**config.mk**
```make
export PLATFORM = sky130hd
export DESIGN_NAME = amplitude_scaler_flat
export DESIGN_NICKNAME = d
export VERILOG_FILES = /design/src/rtl/fg_defs.sv /design/src/rtl/amplitude_scaler_if.sv /design/src/rtl/shift_ramp_ctrl.sv /design/src/rtl/amplitude_scaler.sv /design/src/flat_wrapper.sv
export SDC_FILE = /design/constraint.sdc
export NUM_CORES = 1
export LEC_CHECK = 0
export BUFFER_PORTS_ARGS = -buffer_cell sky130_fd_sc_hd__buf_2
export CAP_MARGIN = 5
export CORE_MARGIN = 2
export CORE_UTILIZATION = 55
export CTS_CLUSTER_SIZE = 10
export DETAILED_ROUTE_END_ITERATION = 8
export PLACE_DENSITY = 0.78
export SLEW_MARGIN = 30
export SYNTH_ARGS = -nofsm -noshare
export SYNTH_HDL_FRONTEND = slang
export SYNTH_SLANG_ARGS = --single-unit
```
**constraint.sdc**
```tcl
create_clock -name clk -period 5.5 [get_ports clk]
set_input_delay 0.825 -clock clk [delete_from_list [all_inputs] [get_ports clk]]
set_output_delay 0.825 -clock clk [all_outputs]
set_load 0.05 [all_outputs]
```
**src/rtl/fg_defs.sv**
```systemverilog
`default_nettype none
// ============================================================================
//  Package     : fg_defs
//  Description : Shared definitions for the function-generator blocks:
//                ramp controller state encodings and step counter width.
//  Revision    : 1.0  initial release
// ============================================================================
package fg_defs;

    // Controller state encoding
    localparam int                 c_STATE_W  = 1;
    localparam logic [c_STATE_W-1:0] c_SETTLED = 1'b0;
    localparam logic [c_STATE_W-1:0] c_RAMP    = 1'b1;

    // Width of the per-step cycle counter; bounds STEP_CYCLES to 2^16-1
    localparam int                 c_CNT_W    = 16;

endpackage : fg_defs
`default_nettype wire

```
**src/rtl/amplitude_scaler_if.sv**
```systemverilog
`default_nettype none
// ============================================================================
//  Interface   : amplitude_scaler_if
//  Description : Sample stream, attenuation control and status signals of
//                the amplitude scaler. master = stimulus side, slave = scaler.
//  Revision    : 1.0  initial release
// ============================================================================
interface amplitude_scaler_if #(
    parameter int DATA_W  = 8,
    parameter int SHIFT_W = 2
);
    logic [DATA_W-1:0]  data_in;
    logic               in_valid;
    logic [SHIFT_W-1:0] amp_sel;
    logic               ramp_en;
    logic [DATA_W-1:0]  data_out;
    logic               out_valid;
    logic [SHIFT_W-1:0] cur_shift;
    logic               settled;

    modport master (
        output data_in, in_valid, amp_sel, ramp_en,
        input  data_out, out_valid, cur_shift, settled
    );

    modport slave (
        input  data_in, in_valid, amp_sel, ramp_en,
        output data_out, out_valid, cur_shift, settled
    );
endinterface : amplitude_scaler_if
`default_nettype wire

```
**src/rtl/shift_ramp_ctrl.sv**
```systemverilog
`default_nettype none
// ============================================================================
//  Module      : shift_ramp_ctrl
//  Description : Attenuation controller. Either jumps straight to the target
//                shift or glides one step every STEP_CYCLES clocks, steering
//                toward the live target at every step point.
//  Revision    : 1.0  initial release
// ============================================================================
module shift_ramp_ctrl
    import fg_defs::*;
#(
    parameter int SHIFT_W     = 2,
    parameter int STEP_CYCLES = 4
) (
    input  wire logic               clk,
    input  wire logic               rst_n,
    input  wire logic [SHIFT_W-1:0] amp_sel,
    input  wire logic               ramp_en,
    output logic      [SHIFT_W-1:0] cur_shift,
    output logic                    settled
);

    localparam logic [c_CNT_W-1:0] c_STEP_LAST = c_CNT_W'(STEP_CYCLES - 1);

    logic [c_STATE_W-1:0] r_state;
    logic [c_STATE_W-1:0] w_state_nxt;
    logic [c_CNT_W-1:0]   r_cnt;
    logic [c_CNT_W-1:0]   w_cnt_nxt;
    logic [SHIFT_W-1:0]   r_cur;
    logic [SHIFT_W-1:0]   w_cur_nxt;
    logic [SHIFT_W-1:0]   w_cur_step;

    // One step toward the target; only used when target differs, so never wraps
    assign w_cur_step = (amp_sel > r_cur) ? r_cur + SHIFT_W'(1) : r_cur - SHIFT_W'(1);
    assign cur_shift  = r_cur;

    // State register: controller state, step counter and applied shift
    always_ff @(posedge clk) begin
        if (!rst_n) begin
            r_state <= c_SETTLED;
            r_cnt   <= '0;
            r_cur   <= '0;
        end else begin
            r_state <= w_state_nxt;
            r_cnt   <= w_cnt_nxt;
            r_cur   <= w_cur_nxt;
        end
    end

    // Next-state logic: jump, start/continue a glide, or abort a glide
    always_comb begin
        w_state_nxt = r_state;
        w_cnt_nxt   = r_cnt;
        w_cur_nxt   = r_cur;
        case (r_state)
            c_SETTLED: begin
                if (amp_sel != r_cur) begin
                    if (ramp_en) begin
                        w_state_nxt = c_RAMP;
                        w_cnt_nxt   = '0;
                    end else begin
                        w_cur_nxt   = amp_sel;
                    end
                end
            end
            c_RAMP: begin
                if (!ramp_en) begin
                    // Glide abandoned: snap to the target
                    w_cur_nxt   = amp_sel;
                    w_cnt_nxt   = '0;
                    w_state_nxt = c_SETTLED;
                end else if (r_cnt == c_STEP_LAST) begin
                    w_cnt_nxt = '0;
                    if (amp_sel == r_cur) begin
                        w_state_nxt = c_SETTLED;
                    end else begin
                        w_cur_nxt = w_cur_step;
                        if (w_cur_step == amp_sel) begin
                            w_state_nxt = c_SETTLED;
                        end
                    end
                end else begin
                    w_cnt_nxt = r_cnt + c_CNT_W'(1);
                end
            end
            default: begin
                w_state_nxt = c_SETTLED;
                w_cnt_nxt   = '0;
            end
        endcase
    end

    // Output logic: settled only when idle and already at the target
    always_comb begin
        settled = (r_state == c_SETTLED) && (r_cur == amp_sel);
    end

endmodule : shift_ramp_ctrl
`default_nettype wire

```
**src/rtl/amplitude_scaler.sv**
```systemverilog
`default_nettype none
// ============================================================================
//  Module      : amplitude_scaler
//  Description : Attenuates a sample stream by a right shift whose amount is
//                set directly or glided by shift_ramp_ctrl. Output sample is
//                registered with one cycle of latency.
//  Revision    : 1.0  initial release
// ============================================================================
module amplitude_scaler #(
    parameter int DATA_W      = 8,
    parameter int SHIFT_W     = 2,
    parameter int STEP_CYCLES = 4,
    parameter int SIGNED_MODE = 0
) (
    input  wire logic          clk,
    input  wire logic          rst_n,
    amplitude_scaler_if.slave  bus
);

    logic [SHIFT_W-1:0] w_cur_shift;
    logic               w_settled;
    logic [DATA_W-1:0]  w_shifted;
    logic [DATA_W-1:0]  r_data_out;
    logic               r_out_valid;

    shift_ramp_ctrl #(
        .SHIFT_W     (SHIFT_W),
        .STEP_CYCLES (STEP_CYCLES)
    ) u_ctrl (
        .clk       (clk),
        .rst_n     (rst_n),
        .amp_sel   (bus.amp_sel),
        .ramp_en   (bus.ramp_en),
        .cur_shift (w_cur_shift),
        .settled   (w_settled)
    );

    // The sample always sees the shift in force before the edge
    if (SIGNED_MODE != 0) begin : g_signed
        assign w_shifted = $unsigned($signed(bus.data_in) >>> w_cur_shift);
    end else begin : g_unsigned
        assign w_shifted = bus.data_in >> w_cur_shift;
    end

    // Output sample register and valid pipeline
    always_ff @(posedge clk) begin
        if (!rst_n) begin
            r_data_out  <= '0;
            r_out_valid <= 1'b0;
        end else begin
            r_out_valid <= bus.in_valid;
            if (bus.in_valid) begin
                r_data_out <= w_shifted;
            end
        end
    end

    assign bus.data_out  = r_data_out;
    assign bus.out_valid = r_out_valid;
    assign bus.cur_shift = w_cur_shift;
    assign bus.settled   = w_settled;

endmodule : amplitude_scaler
`default_nettype wire

```
**src/flat_wrapper.sv**
```systemverilog
// flat-port wrapper written by rule: the top's interface ports become plain ports
module amplitude_scaler_flat 
#(
    parameter int DATA_W      = 8,
    parameter int SHIFT_W     = 2,
    parameter int STEP_CYCLES = 4,
    parameter int SIGNED_MODE = 0
)
  (clk, rst_n, bus_data_in, bus_in_valid, bus_amp_sel, bus_ramp_en, bus_data_out, bus_out_valid, bus_cur_shift, bus_settled);
  amplitude_scaler_if #(.DATA_W(DATA_W), .SHIFT_W(SHIFT_W)) bus_i ();
  input  wire logic clk;
  input  wire logic rst_n;
  input wire logic [$bits(bus_i.data_in)-1:0] bus_data_in;
  input wire logic [$bits(bus_i.in_valid)-1:0] bus_in_valid;
  input wire logic [$bits(bus_i.amp_sel)-1:0] bus_amp_sel;
  input wire logic [$bits(bus_i.ramp_en)-1:0] bus_ramp_en;
  output wire logic [$bits(bus_i.data_out)-1:0] bus_data_out;
  output wire logic [$bits(bus_i.out_valid)-1:0] bus_out_valid;
  output wire logic [$bits(bus_i.cur_shift)-1:0] bus_cur_shift;
  output wire logic [$bits(bus_i.settled)-1:0] bus_settled;
  assign bus_i.data_in = bus_data_in;
  assign bus_i.in_valid = bus_in_valid;
  assign bus_i.amp_sel = bus_amp_sel;
  assign bus_i.ramp_en = bus_ramp_en;
  assign bus_data_out = bus_i.data_out;
  assign bus_out_valid = bus_i.out_valid;
  assign bus_cur_shift = bus_i.cur_shift;
  assign bus_settled = bus_i.settled;
  amplitude_scaler #(.DATA_W(DATA_W), .SHIFT_W(SHIFT_W), .STEP_CYCLES(STEP_CYCLES), .SIGNED_MODE(SIGNED_MODE)) u_core (.clk(clk), .rst_n(rst_n), .bus(bus_i));
endmodule
```
==> results of run 1 <==
cell usage after synthesis (2+ instances only):
cell type  count
a21o_1         2
a21oi_1        8
a31oi_1        8
and2_1         3
and3_1         2
buf_1          2
clkbuf_1       3
dfxtp_1       28
ha_1           3
inv_1          8
mux2i_1       10
nand2_1       19
nand3_1        8
nand4_1        4
nor2_1        24
nor2b_1        6
nor3_1         4
nor4_1         2
o21ai_0        7
or3_1          4
xnor2_1        3
xor2_1         5
cell type report:
cell class,count,area [um^2]
well taps,31,38.8
clock inverters,1,30.0
inverters,8,30.0
clock buffers,3,22.5
fillers,261,967
multi-input cells,143,912
repair buffers,25,125
flip-flops and latches,28,561
stage by stage:
step	setup WS, ps	utilization (%)	cell area, um^2
final	2620	64.0	1720
after global routing	2500	64.0	1720
after CTS	2620	64.0	1720
after global placement	2930	62.0	1670
after detailed placement	2880	62.0	1670
after floorplan	2710	-	1520
state kept, by name (all words and copies together), names as in the netlist:
name and count:
u_core.u_ctrl.r_state 1, u_core.bus.data_out 8, u_core.u_ctrl.cur_shift 2, u_core.u_ctrl.r_cnt 16, u_core.bus.out_valid 1
power by group through the flow:
stage / sequential, mW / clock, mW / combinational [mW]
final: 0.226 / 0.134 / 0.125
after global routing: 0.227 / 0.144 / 0.136
after CTS: 0.225 / 0.137 / 0.125
after detailed placement: 0.230 / 0 / 0.124
after global placement: 0.229 / 0 / 0.121
after floorplan: 0.251 / 0 / 0.0743
worst max-delay path, stage by stage, from the launching register on:
cell and delay (ps):
dfxtp_1 620, inv_1 210, ha_1 370, nand2_1 100, nor2_1 140, buf_2 280
routing by layer:
metal,up-vias,share of wire [%],GRT usage (%)
met4,0,1.1,7.48
met5,-,0,0
met2,46,49,36.0
met3,6,4.8,3.23
met1,668,45,25.7
li1,708,-,-
cells by family (layout without fill, tap and decap cells):
group / Yosys count / count (layout) / synth area share, %
xor+xnor: 9 / 9 / 6.09
buf+inv: 13 / 37 / 3.21
simple gates: 85 / 85 / 29.5
mux: 10 / 10 / 6.58
compound gates: 36 / 36 / 15.3
flops: 28 / 28 / 36.8
fa+ha+maj: 3 / 3 / 2.47
final timing paths:
path	from	endpoint	slack [ps]
hold reg to reg	u_core.bus.data_out[5]	u_core.bus.data_out[5]	520
hold / removal	u_core.bus.data_out[5]	u_core.bus.data_out[5]	520
setup reg to reg	u_core.u_ctrl.cur_shift[1]	u_core.u_ctrl.r_cnt[14]	2960
setup / recovery	u_core.u_ctrl.cur_shift[1]	bus_settled	2620
==> flow_summary.json, run 1 <==
{
  "seq_area_frac_synth_pct": 36.8,
  "grt_max_degree": 17,
  "cap_violations": 0,
  "numCtsBuffers": 3,
  "vias_per_cell": 5.97,
  "final_common_cell": "dfxtp_1",
  "setup-violations-final": 0,
  "leakage_nw": 0.701,
  "worstSetupPathType": "reg -> out",
  "syn-cell-area_mm2": 0.00152,
  "drc": 0,
  "p_sw_share_pct": 31.7,
  "ir_drop_mv": 0.189,
  "gp_congestion": 0.898,
  "netlist.top_cell.by_area": "dfxtp_1",
  "crit_required_ps": 4680,
  "cts_setup_buffers": 0,
  "hold_path_class": "reg -> reg",
  "fmax_mhz": 347,
  "drt-total-wl_mm": 3.16,
  "cts.repair.resized": 0,
  "ctsHoldBuffers": 0,
  "ant_nets": 0,
  "grt-ovfl-total": 0,
  "yosysWarnings": 0,
  "finalHoldViolCount": 0,
  "dieWidth_um": 56.6,
  "rsz0062_at_grt": "no",
  "maxSlewHeadroom_pct": 53.8,
  "period_share_pct": 52.4,
  "fin_cells": 239,
  "dp.cells": 235,
  "yosys-top-cells-area": "dfxtp_1, mux2i_1, nor2_1, nand2_1, a31oi_1",
  "grt_pass1_vias": 1319,
  "worstSetupStartpointType": "register",
  "path_max_fanout": 13,
  "comb_power_share_pct": 25.8,
  "grt.total_usage_pct": 20.7,
  "hold_path_depth": 2,
  "ys_types": 43,
  "wl_per_cell_um": 13.2,
  "cts_tree": "built",
  "yosys.area.top_type_share_pct": 36.8,
  "num-nets-final": 226,
  "area_growth_pct": 13.0,
  "timing.hold.ws_ps": 516,
  "worst-r2r-cell-count": 7,
  "syn-num-nets": 201,
  "drive_above_1_share_pct": 17.8,
  "cts_sinks": 28,
  "synth-seq-cells": 28,
  "seq_power_share_pct": 46.5,
  "synth_edf_count": 0,
  "clk_pin_slew_ps": 150,
  "tns_ps": 0,
  "p_switching_mw": 0.154,
  "powerDensity_mw_per_mm2": 282,
  "root_buffer": "clkbuf_4",
  "synth_cells": 184,
  "diodes": 0,
  "final.setup_skew_ps": 2.96,
  "dpl.hpwl_mm": 2.42,
  "p_clk_share_pct": 27.7,
  "drv_slew": 0,
  "chipHeight_um": 56.6,
  "worst_ep_arrival_time_ps": 2060,
  "insertion_delay_ps": 330,
  "drt_pass1_iterations": 4,
  "rows": 19,
  "start_util_pct": 56.6,
  "die_area_mm2": 0.00320,
  "htreeDepth": 1,
  "fin_crit_ps": 2880,
  "tightest_slew_ps": 689,
  "antenna_found_initial": 0,
  "grt_pass1_wl_mm": 5.40,
  "synth-main-ff-cell": "dfxtp_1",
  "dr_total_vias": 1428,
  "power.internal_mw": 0.331,
  "async_flop_share_pct": 0,
  "syn_avg_cell_area_um2": 8.27,
  "status": "completed",
  "final_cell_mix": "dfxtp_1, buf_2, nor2_1, nand2_1, mux2i_1",
  "ios": 26,
  "drt_iter0_drc": 48,
  "power_mw": 0.485,
  "endpoint_kind": "output pin",
  "clockBufferDepth": 2,
  "core_mm2": 0.00269,
  "port_buffers": 25
}
No activity file was read; power rests on OpenSTA's default activity.
==> inputs of run 2 (changes only) <==
==> constraint.sdc (replaced) <==
create_clock -name clk -period 2.95 [get_ports clk]
set_input_delay 0.4425 -clock clk [delete_from_list [all_inputs] [get_ports clk]]
set_output_delay 0.4425 -clock clk [all_outputs]
set_load 0.05 [all_outputs]
==> flow_summary.json, run 2 (synthesis results as in run 1) <==
{
  "rrSetupSlack_ps": 560,
  "worstSetupStartpointType": "register",
  "dieWidth_um": 56.6,
  "drt_pass1_iterations": 4,
  "fin_cells": 240,
  "path_max_fanout": 14,
  "worst_ep_arrival_time_ps": 2610,
  "ctsHoldBuffers": 0,
  "htreeDepth": 1,
  "grt_pass1_wl_mm": 5.33,
  "setup-violations-final": 0,
  "powerDensity_mw_per_mm2": 523,
  "drv_slew": 0,
  "drive_above_1_share_pct": 18.2,
  "cts_sinks": 28,
  "status": "completed",
  "timing.hold.ws_ps": 401,
  "dpl.hpwl_mm": 2.41,
  "clk_pin_slew_ps": 150,
  "grt-ovfl-total": 0,
  "largest_register": "u_core.u_ctrl.r_cnt",
  "endpoint_kind": "register",
  "fmax_mhz": 418,
  "critPathBufInv": 0,
  "ir_drop_mv": 0.320,
  "cts_tree": "built",
  "grt_pass1_vias": 1316,
  "drt_iter0_drc": 43,
  "period_share_pct": 81.1,
  "dp.cells": 236,
  "final_cell_mix": "dfxtp_1, buf_2, nor2_1, nand2_1, mux2i_1",
  "hold_path_class": "in -> reg",
  "die_area_mm2": 0.00320,
  "drt-total-wl_mm": 3.21,
  "chipHeight_um": 56.6,
  "num-nets-final": 227,
  "worstSetupPathType": "reg -> reg",
  "slowest_stage": "dfxtp_1",
  "insertion_delay_ps": 320,
  "fin_area_mm2": 0.00173,
  "drc": 0,
  "cp_top_family": "compound AO/OA/AOI/OAI gates",
  "start_util_pct": 56.6,
  "place_area_mm2": 0.00167,
  "root_buffer": "clkbuf_4",
  "largest_reg_flops": 16,
  "n_fill_cell": 242,
  "cts.repair.resized": 0,
  "crit_chain": "ha_1 -> a21bo_2 -> a211oi_1 -> nand4_1 -> xor2_1 -> nor2_1",
  "antenna_found_initial": 0,
  "rows": 19,
  "diodes": 0,
  "grt_max_degree": 17,
  "cap_violations": 0,
  "final.setup_skew_ps": 2.41,
  "ios": 26,
  "gp_congestion": 0.921,
  "dr_total_vias": 1411,
  "vias_per_cell": 5.88,
  "fin_crit_ps": 2390,
  "ant_nets": 0,
  "final_common_cell": "dfxtp_1",
  "crit_required_ps": 3170,
  "wl_per_cell_um": 13.4,
  "rsz0062_at_grt": "no",
  "finalHoldViolCount": 0,
  "cts_setup_buffers": 0,
  "core_mm2": 0.00269,
  "leakage_nw": 0.706,
  "area_growth_pct": 13.5,
  "tightest_slew_ps": 621,
  "port_buffers": 25,
  "tns_ps": 0,
  "numCtsBuffers": 3,
  "cp_slowest_stage_delay_ps": 710,
  "grt.total_usage_pct": 20.4,
  "clockBufferDepth": 2,
  "maxSlewHeadroom_pct": 58.3
}
run 2: changes by cell type in the layout (fill, tap and decap cells not counted), sizes merged:
cell / before / now
buf: 25 / 26
run 2: final cells by class:
type	count	area [um^2]	share of cell area, %
Timing Repair Buffer	26	133	7.68
Clock inverter	1	30.0	1.74
Sequential cell	28	561	32.5
Inverter	8	30.0	1.74
Multi-Input combinational cell	143	912	52.8
Clock buffer	3	22.5	1.30
Tap cell	31	38.8	2.25
run 2: worst paths after layout:
path / end / depth (start not counted) / startpoint
setup / recovery: u_core.u_ctrl.r_cnt[14] / 6 / u_core.u_ctrl.cur_shift[0]
hold / removal: u_core.bus.out_valid / 2 / rst_n
setup reg to reg: u_core.u_ctrl.r_cnt[14] / 6 / u_core.u_ctrl.cur_shift[0]
hold reg to reg: u_core.bus.data_out[6] / 2 / u_core.bus.data_out[6]
run 2: worst register-to-register path: stages, from the launching register on:
cell and delay [ps]:
dfxtp_1 710, ha_1 360, a21bo_2 230, a211oi_1 560
nand4_1 200, xor2_1 170, nor2_1 60
run 2: where the power goes:
group	switching (mW)	internal, mW
logic	0.155	0.0856
registers	0.0170	0.396
clock network	0.112	0.137
run 2: through the flow:
| step | worst slack (ps) | utilization (%) | total power [mW] |
|---|---|---|---|
| 2_1_floorplan | 426 | - | 0.607 |
| 3_3_place_gp | 682 | 62.3 | 0.656 |
| 3_5_place_dp | 579 | 62.3 | 0.662 |
| 4_1_cts | 549 | 64.3 | 0.907 |
| 5_1_grt | 305 | 64.3 | 0.945 |
| 6_report | 557 | 64.3 | 0.903 |
run 2: metal layers:
metal | up-vias | global-route usage [%] | routed length, um
li1 | 707 | - | -
met1 | 673 | 24.1 | 1440
met2 | 25 | 36.5 | 1610
met3 | 6 | 3.00 | 116
met4 | 0 | 8.50 | 34
met5 | - | 0 | 0
